## config.mk

```make
export PLATFORM = sky130hd
export DESIGN_NAME = arith_core_engine
export DESIGN_NICKNAME = d
export VERILOG_FILES = /design/src/rtl/arith_core_engine.sv
export SDC_FILE = /design/constraint.sdc
export NUM_CORES = 1
export LEC_CHECK = 0
export BUFFER_PORTS_ARGS = -buffer_cell sky130_fd_sc_hd__buf_2
export CAP_MARGIN = 10
export CORE_MARGIN = 5
export CORE_UTILIZATION = 55
export CTS_CLUSTER_SIZE = 14
export DETAILED_ROUTE_END_ITERATION = 6
export PLACE_DENSITY = 0.78
export SLEW_MARGIN = 20
export SYNTH_ARGS = -nofsm -noshare
export SYNTH_HDL_FRONTEND = slang
export SYNTH_SLANG_ARGS = --single-unit
export TNS_END_PERCENT = 50
```

## constraint.sdc

```tcl
create_clock -name clk_clk -period 16.35 [get_ports clk_clk]
set_input_delay 3.27 -clock clk_clk [delete_from_list [all_inputs] [get_ports clk_clk]]
set_output_delay 3.27 -clock clk_clk [all_outputs]
set_load 0.05 [all_outputs]
```

## src/rtl/arith_core_engine.sv

```systemverilog
// arith_core_engine: add/sub/umul/smul engine with level-start, sticky-done handshake.
// Defining ARITH_CORE_CYCLE_COUNT_EN adds cyc_count, a saturating count of BUSY cycles.
module arith_core_engine #(
    parameter int WIDTH = 32,
    parameter int MUL_BPC = 1
) (
    input  logic               clk_clk,
    input  logic               reset_reset,
    input  logic               ctl_reset,
    input  logic               ctl_start,
    input  logic [1:0]         ctl_op,
    input  logic [WIDTH-1:0]   data_in1,
    input  logic [WIDTH-1:0]   data_in2,
    output logic [WIDTH-1:0]   data_result_lo,
    output logic [WIDTH-1:0]   data_result_hi,
    output logic               ctl_done,
    output logic               ctl_busy
`ifdef ARITH_CORE_CYCLE_COUNT_EN
    ,
    output logic [15:0]        cyc_count
`endif
);
    localparam int K = WIDTH / MUL_BPC;
    typedef enum logic [1:0] {IDLE, BUSY, DONE} state_t;
    state_t state;
    logic rst, start_q, start_rise, neg;
    logic [1:0] op_q;
    logic [6:0] cnt;
    logic [WIDTH-1:0] mplier, mag1, mag2;
    logic [2*WIDTH-1:0] mcand, acc, pp, prod, res;
    assign rst = reset_reset | ctl_reset;
    assign start_rise = ctl_start & ~start_q;
    // smul runs on magnitudes; the sign is reapplied when the product is written
    assign mag1 = (ctl_op == 2'b11 && data_in1[WIDTH-1]) ? -data_in1 : data_in1;
    assign mag2 = (ctl_op == 2'b11 && data_in2[WIDTH-1]) ? -data_in2 : data_in2;
    always_comb begin
        pp = '0;
        for (int j = 0; j < MUL_BPC; j++) pp = pp + (mplier[j] ? mcand << j : '0);
    end
    assign prod = acc + pp;
    assign res = op_q[1] ? (neg ? -prod : prod)
               : op_q[0] ? mcand - {{WIDTH{1'b0}}, mplier}
               : mcand + {{WIDTH{1'b0}}, mplier};
    always_ff @(posedge clk_clk) begin
        if (rst) begin
            state <= IDLE;
            start_q <= 1'b1;
            ctl_busy <= 1'b0;
            ctl_done <= 1'b0;
            data_result_lo <= '0;
            data_result_hi <= '0;
        end else begin
            start_q <= ctl_start;
            case (state)
                IDLE: if (start_rise) begin
                    state <= BUSY;
                    ctl_busy <= 1'b1;
                    op_q <= ctl_op;
                    neg <= (ctl_op == 2'b11) && (data_in1[WIDTH-1] ^ data_in2[WIDTH-1]);
                    mcand <= {{WIDTH{1'b0}}, mag1};
                    mplier <= mag2;
                    acc <= '0;
                    cnt <= ctl_op[1] ? 7'(K - 1) : 7'd0;
                end
                BUSY: if (cnt == 7'd0) begin
                    {data_result_hi, data_result_lo} <= res;
                    state <= DONE;
                    ctl_busy <= 1'b0;
                    ctl_done <= 1'b1;
                end else begin
                    cnt <= cnt - 7'd1;
                    acc <= prod;
                    mcand <= mcand << MUL_BPC;
                    mplier <= mplier >> MUL_BPC;
                end
                default: if (!ctl_start) begin
                    state <= IDLE;
                    ctl_done <= 1'b0;
                end
            endcase
        end
    end
`ifdef ARITH_CORE_CYCLE_COUNT_EN
    always_ff @(posedge clk_clk) begin
        if (rst || (state == IDLE && start_rise)) cyc_count <= '0;
        else if (state == BUSY && cyc_count != 16'hFFFF) cyc_count <= cyc_count + 16'd1;
    end
`endif
endmodule

```

### Word-level counts from Yosys, hierarchy flattened

Cells that the tools add are included.

| word-level totals | value |
|---|---|
| register bits | 239 |
| bits of input ports | 70 |
| output and inout bits | 66 |
| word-level logic and storage cells | 73 |

| operators by class | value |
|---|---|
| $add $sub $neg | 7 |
| equal/unequal tests | 7 |
| mux-type cells | 29 |
| bitwise logic cells | 6 |
| reduce and logical (&&, ||, !) cells | 12 |

Operators by type and width:

| cell | number |
|---|---|
| 64-bit two-way mux | 8 |
| 64-bit case mux with 2 select lines | 2 |
| 32-bit two-way mux | 4 |
| 64-bit by 32-bit adder with 64-bit output | 1 |
| 64-bit adder | 1 |
| 32-bit negation | 2 |
| 64-bit negation | 1 |
| 32-bit case mux with 2 select lines | 1 |
| 64-bit by 32-bit subtractor with 64-bit output | 1 |
| 7-bit two-way mux | 2 |
| 7-bit case mux with 2 select lines | 1 |
| 3-bit AND reduction | 4 |
| 7-bit zero test | 1 |
| 7-bit by 1-bit subtractor with 7-bit output, second input constant | 1 |
| 2-bit two-way mux | 3 |
| 2-bit != test, second input constant | 3 |
| 5-bit two-way mux | 1 |
| 1-bit two-way mux | 4 |
| 1-bit case mux with 2 select lines | 2 |
| 2-bit case mux with 2 select lines | 1 |
| 4-bit AND reduction | 1 |
| 1-bit logical AND | 3 |
| 3-bit by 1-bit != test with 1-bit output, second input constant | 1 |
| 1-bit NOT | 3 |
| 9 further kinds | 9 |

### Depth between registers and ports, before layout

Gate-level depths: netlist (run 1).

| logic depth | value |
|---|---|
| depth after elaboration | 5 |
| depth in mapped cells | 28 |

### Worst setup path before layout (run 1)

OpenSTA, ideal clock, no wires.

| timing | value |
|---|---|
| kind | input to register |
| start | input port ctl_reset |
| end | register acc[0], enable pin |
| setup time | 0.898 ns |
| arrival | 15.289 ns |
| required time | 15.452 ns |
| path slack | 0.163 ns |
| cell stages on the path | 4 |
| cells stage by stage | or2_2 -> clkbuf_1 -> clkbuf_1 -> nor3_1 |

| between the ends | value |
|---|---|
| word-level cells in the longest chain between the ends | 3 |

RTL lines:

| element | RTL line | text |
|---|---|---|
| start: declaration | 9 | `input logic ctl_reset,` |
| 1-bit OR | 31 | `assign rst = reset_reset \| ctl_reset;` |
| 1-bit NOT (no line) | -- |  |
| 4-bit AND reduction (no line) | -- |  |
| end signal: assignment | 72 | `acc <= prod;` |
| end: declaration | 30 | `logic [2*WIDTH-1:0] mcand, acc, pp, prod, res;` |

No other way between the ends.
A chain may end at the register's enable or synchronous reset.

### Worst setup path after layout (run 1)

| timing | value |
|---|---|
| start | register mplier[1] |
| end | register data_result_hi[28] |

| between the ends | value |
|---|---|
| word-level cells in the longest chain between the ends | 3 |
| elaborated cells between the ends (all ways) | 4 |

RTL lines:

| element | RTL line | text |
|---|---|---|
| start: declaration | 29 | `logic [WIDTH-1:0] mplier, mag1, mag2;` |
| start signal: assignment | 61 | `mplier <= mag2;` |
| start signal: assignment | 74 | `mplier <= mplier >> MUL_BPC;` |
| 64-bit by 32-bit adder with 64-bit output or 64-bit by 32-bit subtractor with 64-bit output (tied branches) | 43, 42 |  |
| 64-bit two-way mux (*) | 42 | `: op_q[0] ? mcand - {{WIDTH{1'b0}}, mplier}` |
| 64-bit two-way mux (*) | 41 | `assign res = op_q[1] ? (neg ? -prod : prod)` |
| end signal: assignment | 66 | `{data_result_hi, data_result_lo} <= res;` |
| end: declaration | 15 | `output logic [WIDTH-1:0] data_result_hi,` |

Mark *: on every way between the ends. The rest lies on a longest branch, timed or not.

==> results of run 1 <==
[cells by family after synthesis]
logic type | share of synthesized area (%)
fa+ha+maj | 7.66
flops | 28.9
compound gates | 26.1
buf+inv | 3.82
mux | 0.502
xor+xnor | 8.87
simple gates | 24.1
[per-layer routing]
metal  share of wire [%]  vias up  track usage (%)
met4                 6.7        0             18.1
met3                 6.9      235             4.31
li1                    -    10500                -
met5                   0        -                0
met2                  47      988             54.8
met1                  39    10500             39.9
[path summary, 6_finish.rpt]
| check | start | end | slack (ns) | depth (start not counted) |
|---|---|---|---|---|
| worst max-delay path | mplier[1]$_DFFE_PP_ | data_result_hi[28]$_SDFFE_PP0P_ | 9.79 | 24 |
| worst min-delay path | data_result_lo[7]$_SDFFE_PP0P_ | data_result_lo[7]$_SDFFE_PP0P_ | 0.46 | 2 |
| worst max register to register | mplier[1]$_DFFE_PP_ | data_result_hi[28]$_SDFFE_PP0P_ | 9.79 | 24 |
| worst min register to register | data_result_lo[7]$_SDFFE_PP0P_ | data_result_lo[7]$_SDFFE_PP0P_ | 0.46 | 2 |
[state kept, by name (all words and copies together) (netlist names)]
| name | flops |
|---|---|
| acc | 64 |
| start_q | 1 |
| data_result_hi | 32 |
| ctl_done | 1 |
| ctl_busy | 1 |
| mplier | 32 |
| state | 2 |
| mcand | 64 |
| neg | 1 |
| data_result_lo | 32 |
| op_q | 2 |
| cnt | 7 |
[power breakdown]
part           switching [mW]  internal [mW]  total (mW)
clock                   0.273          0.405       0.679
combinational          0.0828         0.0492       0.132
sequential            0.00365          0.651       0.655
total                   0.360           1.11        1.47
[final cells by class]
cell class	instances	area share (%)
clock buffer	38	3.13
sequential	239	26.7
timing repair buffer	156	3.45
inverter	58	0.896
tap	532	2.74
multi-input combinational	2361	62.2
clock inverter	16	0.865
[cells in the mapped netlist, types with 28 or more instances]
cell type                  count  area share [%]
sky130_fd_sc_hd__nand2_1     293             4.9
sky130_fd_sc_hd__nor2_1      266             4.5
sky130_fd_sc_hd__a21oi_1     249             5.6
sky130_fd_sc_hd__o21ai_0     207             4.6
sky130_fd_sc_hd__edfxtp_1    170              23
sky130_fd_sc_hd__clkbuf_1    139             2.3
sky130_fd_sc_hd__xnor2_1     138             5.4
sky130_fd_sc_hd__ha_1        134             7.5
sky130_fd_sc_hd__and2_1      131             3.7
sky130_fd_sc_hd__a21o_1      129             4.3
sky130_fd_sc_hd__nor3_1       92             2.1
sky130_fd_sc_hd__xor2_1       89             3.5
sky130_fd_sc_hd__dfxtp_1      69             6.2
sky130_fd_sc_hd__inv_1        57            0.95
sky130_fd_sc_hd__nand3_1      51             1.1
sky130_fd_sc_hd__nand4_1      48             1.3
sky130_fd_sc_hd__nor4_1       38             1.1
sky130_fd_sc_hd__a211oi_1     33             1.1
sky130_fd_sc_hd__a31oi_1      31            0.87
sky130_fd_sc_hd__o31ai_1      28            0.94
sky130_fd_sc_hd__or3_1        28            0.78
[per-stage QoR]
step	setup WS (ns)	instance area (um^2)	total power, mW
floorplan	0.163	22400	0.755
global placement	10.02	23300	0.794
detailed placement	9.92	23300	0.797
CTS	9.89	24300	1.47
global route	9.34	24300	1.51
finish	9.79	24300	1.47
[worst register-to-register path: cells and delay by family (launching register included)]
| family | cells | cell delay [ns] |
|---|---|---|
| flip-flops | 1 | 0.45 |
| adder cells (fa/ha/maj) | 2 | 0.52 |
| multiplexers | 1 | 0.14 |
| AND/OR/NAND/NOR | 17 | 3.96 |
| AO/OA/AOI/OAI | 4 | 1.38 |
==> results summary, run 1 <==
Post-CTS timing repair inserted 0 buffers for setup. From synthesis to final layout, the design area changed by 8.37%. The clock latency reported for the late side of the worst-skew pair came out at 0.58 ns. The worst setup path is launched from a flip-flop.

The worst pin sits at a relative slew slack of 19.8%. around 140 I/O pins were placed. The starting DRC count in detailed routing is 2197. The deepest clock path buffer count came out at 3.

The final-report setup violation count came out at 0. The wire length of the first global-routing pass is between 100000 and 150000 um. Traced cell by cell, the critical path runs through nor3_1 -> nand2_1 -> nor2_1 -> and2_1 -> nor3b_1 -> nand2_1 -> or4_1 -> nor3_1 -> ha_1 -> mux2i_1 -> ha_1 -> and3_1 -> nand4_1 -> nor2_1 -> nand3_1 -> nor3_1 -> nor4_1 -> o41ai_1 -> nand3_1 -> a211o_1 -> nor4_1 -> nor3_1 -> a21oi_1 -> a31oi_1. The number of antenna violations at the first check in global routing came out at 0. The final number of hold-violating endpoints came out at 0. The total global routing overflow is 0.

The tool flagged a number of max-cap violations equal to 0. The share of flip-flops with an asynchronous set or reset is 0%. The placeable core region is 40600 um^2. After detailed routing, the number of vias per cell comes to about 6.5. The floorplan has 74 rows. The floorplan step defined a die boundary enclosing 44900 um^2. The number of enable-type register cells in the synthesized netlist came out at 170.

The maximum resistive drop on vdd came out at 0.0697 mV. The clock tree root driver cell is sky130_fd_sc_hd__clkbuf_16. The overall die height came out at about 210 um.

The layout net count is roughly 3k. In the routed design, unresolved DRC markers number 0. In the layout the commonest cells are 292 x sky130_fd_sc_hd__nand2_1, 264 x sky130_fd_sc_hd__nor2_1, 249 x sky130_fd_sc_hd__a21oi_1. The number of synthesized register bits came out at 239. The synthesized net count is 3024.

The total negative slack for setup checks is 0 ns. The count of cell types in the netlist came out at 97. The element type at the critical path end is a flip-flop.

The placed cell count is 3346. The floorplan step set the die width to 212 um. The depth of the CTS H-tree came out at 1. For the final database, setup skew stands at 0.0151 ns. 0 antenna diodes ended up in the layout. The count of buffers inserted at the top-level ports came out at roughly 140. The wire-length estimate of the detail-placed layout is 59200 um. The slowest stage of the critical path belongs to the cell sky130_fd_sc_hd__o41ai_1. The family with the most delay on the worst path is simple AND/OR/NAND/NOR gates.

The delay of the slowest cell on the worst path came out at 0.55 ns. The number of global-route vias before repair is 21.1k. The critical path in this run is classified as reg2reg. Of the cells placed in the final design, the portion with a size suffix greater than 1 is under 10%. The post-synthesis instance total is 2818. The number of clock buffers added by TritonCTS is 29. The total of warnings raised by yosys came out at 0. The total count of max-transition violations in the final report came out at 0. TritonCTS built the clock tree.

The final routed wire length divided by cell count is 22.4 um. At the pin with the least slew margin, the transition time is 1.19 ns. After synthesis, flip-flops and latches occupy 28.9% of the total area.

The most used flip-flop cell after synthesis is sky130_fd_sc_hd__edfxtp_1. The buffer and inverter count on the worst path came out at 0. For the worst setup path, the data arrival time is about 7.0 ns. The library cell used most frequently in the layout, excluding fill and tap cells, is sky130_fd_sc_hd__nand2_1. The total power per unit cell area is ~60 nW/um^2.

The clock sink count came out at 239. The final weighted congestion in routability-driven placement came out at a little under 1. The leakage power figure came out at 9.55 nW. Leaving out filler cells and counting taps, the final layout contains 3400.

The upper clock frequency limit came out at 0.152 GHz. The maximum fanout encountered on the critical timing path came out at 7. At the worst endpoint, the required time is 16.78 ns. The total of cells resized after clock tree synthesis is 0.

The first detailed-routing pass took 6 iterations. In this design, the critical path's most frequently occurring cell is sky130_fd_sc_hd__nor3_1. The combined global-route utilization of all metal layers is 32.4%. The run finished with clean final reports.

The flip-flop and latch area is 6490 um^2. The cell area after synthesis came out at 22400 um^2. The average size of a mapped cell came out at 7.95 um^2. After clock tree synthesis, the clock-pin slew on the worst setup and hold paths is 0.06 ns. After layout, the worst path uses between 40% and 50% of the clock period.

Once the floorplan was initialized, standard cells occupied 55.3% of the core. The routed design has between 70000 and 80000 um of wire. The remaining antenna violation count is 0.

Setup repair after global routing left no endpoint under its margin. The footprint of the multi-input gates is approximately 15000 um^2. After clock tree synthesis, the flow added hold-fix buffers numbering 0. The worst hold slack after final layout came out at 0.457 ns.

The post-layout minimum cycle time came out at 6.56 ns. The overall via count from detail_route came out at 22.2k. The pin count of the biggest net entering global routing came out at roughly 120. The filler cell count in the final layout came out at 3685. The worst hold path belongs to the class reg2reg.

The end-of-flow core utilization is between 50% and 60%.
Power figures use the tool's default switching activity.
==> inputs of run 2 (changes only) <==
clock period = 5.5 ns   (was 16.35 ns; I/O delays follow)
==> results summary, run 2 (synthesized netlist as in run 1, its figures left out) <==
The synthesis-to-layout area growth came out at 14.5% (was 8.37%). The final non-filler cell total came out at 3527 (was 3400). The combinational cell fraction of total power came to 9.6% (was 9.0%). Status: complete, no violations (unchanged). The starting DRC count in detailed routing was 2276 (was 2197).

The number of placement rows is 74 (unchanged). The final-report setup violation count is 0 (unchanged). The post-placement cell area came out at 24200 um^2 (was 23300 um^2). The deepest clock path buffer count is 3 (unchanged). The total power per unit cell area came out at 172 nW/um^2 (was 60.3 nW/um^2). The most common library cell in the layout ignoring fill and taps was sky130_fd_sc_hd__nand2_1 (unchanged).

The hold-fix buffer count after cts came out at 0 (unchanged). The CTS tree is built (unchanged). The switching fraction of total power is 25.1% (was 24.6%). The final antenna diode count is 0 (unchanged).

The maximum resistive drop on vdd is 0.289 mV (was 0.0697 mV). The number of ports placed on the die boundary came out at 136 (unchanged). The post-layout minimum cycle time came out at 5.37 ns (was 6.56 ns).

The maximum fanout encountered on the critical timing path came out at 29 (was 7). The worst clock skew on the final layout is 0.0241 ns (was 0.0151 ns). The worst-margin pin slew came out at 1.23 ns (was 1.19 ns). The post-detailed-route via-to-cell ratio came out at 6.47 (was 6.53). The number of remaining DRC errors is 0 (unchanged). The depth of the CTS H-tree came out at 1 (unchanged). The total global routing overflow is 0 (unchanged). The summed area of non-filler cells in the final layout is 25700 um^2 (was 24300 um^2). The area of the die came out at 44900 um^2 (unchanged). The clock tree root driver cell is sky130_fd_sc_hd__clkbuf_16 (unchanged).

The placeable core region is 40600 um^2 (unchanged). Most used cells in the layout excluding fill and tap cells: 291 x sky130_fd_sc_hd__nand2_1, 260 x sky130_fd_sc_hd__nor2_1, 244 x sky130_fd_sc_hd__a21oi_1 (was 292 x sky130_fd_sc_hd__nand2_1, 264 x sky130_fd_sc_hd__nor2_1, 249 x sky130_fd_sc_hd__a21oi_1). The final number of hold-violating endpoints is 0 (unchanged). The number of global-route vias before repair is 21.6k (was 21.1k). The layout net count is 3177 (was 3051). The count of buffers inserted at the top-level ports came out at 135 (unchanged). The number of antenna violations at the first check in global routing is 1 (was 0). The upper clock frequency limit is 0.186 GHz (was 0.152 GHz). The half-perimeter wire length of the detailed placement result is 61400 um (was 59200 um). The total count of max-transition violations in the final report is 0 (unchanged). The type of the worst setup path is reg2reg (unchanged).

The overall die height is 212 um (unchanged). The final critical-path share of the clock period came out at 97.7% (was 40.1%). The wire length after detailed routing is 79500 um (was 76100 um). The final routed wire length divided by cell count was 22.5 um (was 22.4 um). The launching element type of the critical path is a flip-flop (unchanged). The remaining antenna violation count came out at 0 (unchanged). The post-CTS clock slew at the launch and capture registers of the worst setup and hold paths came to 0.06 ns (about the same).

The relative slew slack came out at 17.6% (was 19.8%). The clock buffer count from CTS came out at 30 (was 29). The arrival time of data at the critical path endpoint came out at 5.86 ns (was 7.00 ns).

The path category of the worst min-delay check was reg2reg (unchanged). The leakage power figure came out at 10.3 nW (was 9.55 nW). The number of detailed-routing iterations run before antenna repair came out at 6 (unchanged).

The wire length of the first global-routing pass came out at 120000 um (was 115000 um). The final weighted congestion in routability-driven placement is 1.00 (was 0.986). The clock sink count is 239 (unchanged). The width of the die came out at 212 um (unchanged). The placed cell count came out at 3462 (was 3346). The part of the total power dissipated in the clock network is 46.4% (was 46.3%).

The worst endpoint required time came out at 5.99 ns (was 16.78 ns). The switching power total is 1.11 mW (was 0.360 mW). The effective utilization at floorplan is 55.3% (unchanged). The max capacitance violation total is 0 (unchanged).

The fraction of layout instances using a drive strength above 1 was 15.1% (was 9.48%). The power share of the sequential group is 44.0% (was 44.7%). The clock latency reported for the late side of the worst-skew pair is 0.59 ns (was 0.58 ns). Largest registers: acc: 64 flops, mcand: 64 flops (unchanged). The pin count of the biggest net entering global routing came to 123 (was 115).

The combined global-route utilization of all metal layers is 33.6% (was 32.4%). The internal portion of total power came to 3.31 mW (was 1.11 mW). The overall via count from detail_route is 22.8k (was 22.2k). The element type at the critical path end is a flip-flop (unchanged).
[run 2: cell types whose count changed in the layout (fill, tap and decap cells not counted), sizes merged]
cell	change
clkbuf	+5
o31a	+1
clkinvlp	+2
clkinv	-1
buf	+124
bufinv	-4
[run 2: cell type report]
class	instances	area, um^2
Inverter	58	218
Sequential cell	239	6490
Clock buffer	43	925
Timing Repair Buffer	280	1810
Multi-Input combinational cell	2362	15500
Fill cell	3565	14900
Tap cell	532	666
Clock inverter	13	97.6
[run 2: what timing repair did]
| action | in CTS | in global routing |
|---|---|---|
| pin swaps | 0 | 16 |
| cloned | 0 | 1 |
| setup buffers | 0 | 8 |
| endpoints found under the setup margin | 10 | 26 |
| gates resized for setup | 7 | 70 |
[run 2: path summary, 6_finish.rpt]
check	slack (ns)	endpoint	depth (start not counted)	from
min	0.46	data_result_lo[0]$_SDFFE_PP0P_	2	data_result_lo[0]$_SDFFE_PP0P_
max reg2reg	0.13	data_result_hi[29]$_SDFFE_PP0P_	15	mplier[0]$_DFFE_PP_
max	0.13	data_result_hi[29]$_SDFFE_PP0P_	15	mplier[0]$_DFFE_PP_
min reg2reg	0.46	data_result_lo[0]$_SDFFE_PP0P_	2	data_result_lo[0]$_SDFFE_PP0P_
[run 2: layer usage]
layer	vias up	GRT usage, %	part of all wire [%]
li1	10700	-	-
met1	10900	41.2	39
met2	999	57.0	47
met3	250	4.06	6.9
met4	2	19.5	6.9
met5	-	0	0.014
[run 2: critical path, stage by stage, from the launching register on]
cell	delay [ns]
sky130_fd_sc_hd__edfxtp_1	0.46
sky130_fd_sc_hd__buf_12	0.20
sky130_fd_sc_hd__and2_1	0.21
sky130_fd_sc_hd__ha_1	0.50
sky130_fd_sc_hd__nand4_1	0.38
sky130_fd_sc_hd__a211oi_4	0.45
sky130_fd_sc_hd__or2_1	0.27
sky130_fd_sc_hd__o21ai_0	0.23
sky130_fd_sc_hd__a2111oi_4	0.43
sky130_fd_sc_hd__and4b_4	0.35
sky130_fd_sc_hd__or3b_4	0.44
sky130_fd_sc_hd__or3_4	0.43
sky130_fd_sc_hd__or2_4	0.30
sky130_fd_sc_hd__o31ai_4	0.18
sky130_fd_sc_hd__xnor2_1	0.18
sky130_fd_sc_hd__a211oi_2	0.26
[run 2: power by group through the flow]
stage | sequential, mW | combinational (mW) | clock [mW]
after floorplan | 1.98 | 0.261 | 0
after global placement | 1.98 | 0.401 | 0
after detailed placement | 1.98 | 0.408 | 0
after CTS | 1.95 | 0.412 | 2.08
after global routing | 1.95 | 0.460 | 2.15
final | 1.95 | 0.425 | 2.05
[run 2: through the flow]
step	hold slack, ns	TNS (ns)	total power, mW	worst slack, ns	utilization [%]
after global placement	0.442	-0.0807	2.38	-0.0807	59.7
after global routing	0.479	-0.103	4.56	-0.0690	63.3
after CTS	0.462	-0.000691	4.44	-0.000691	62.3
after detailed placement	0.447	-0.519	2.39	-0.140	59.7
after floorplan	0.544	-86.49	2.24	-0.505	-
final	0.458	0	4.42	0.129	63.3
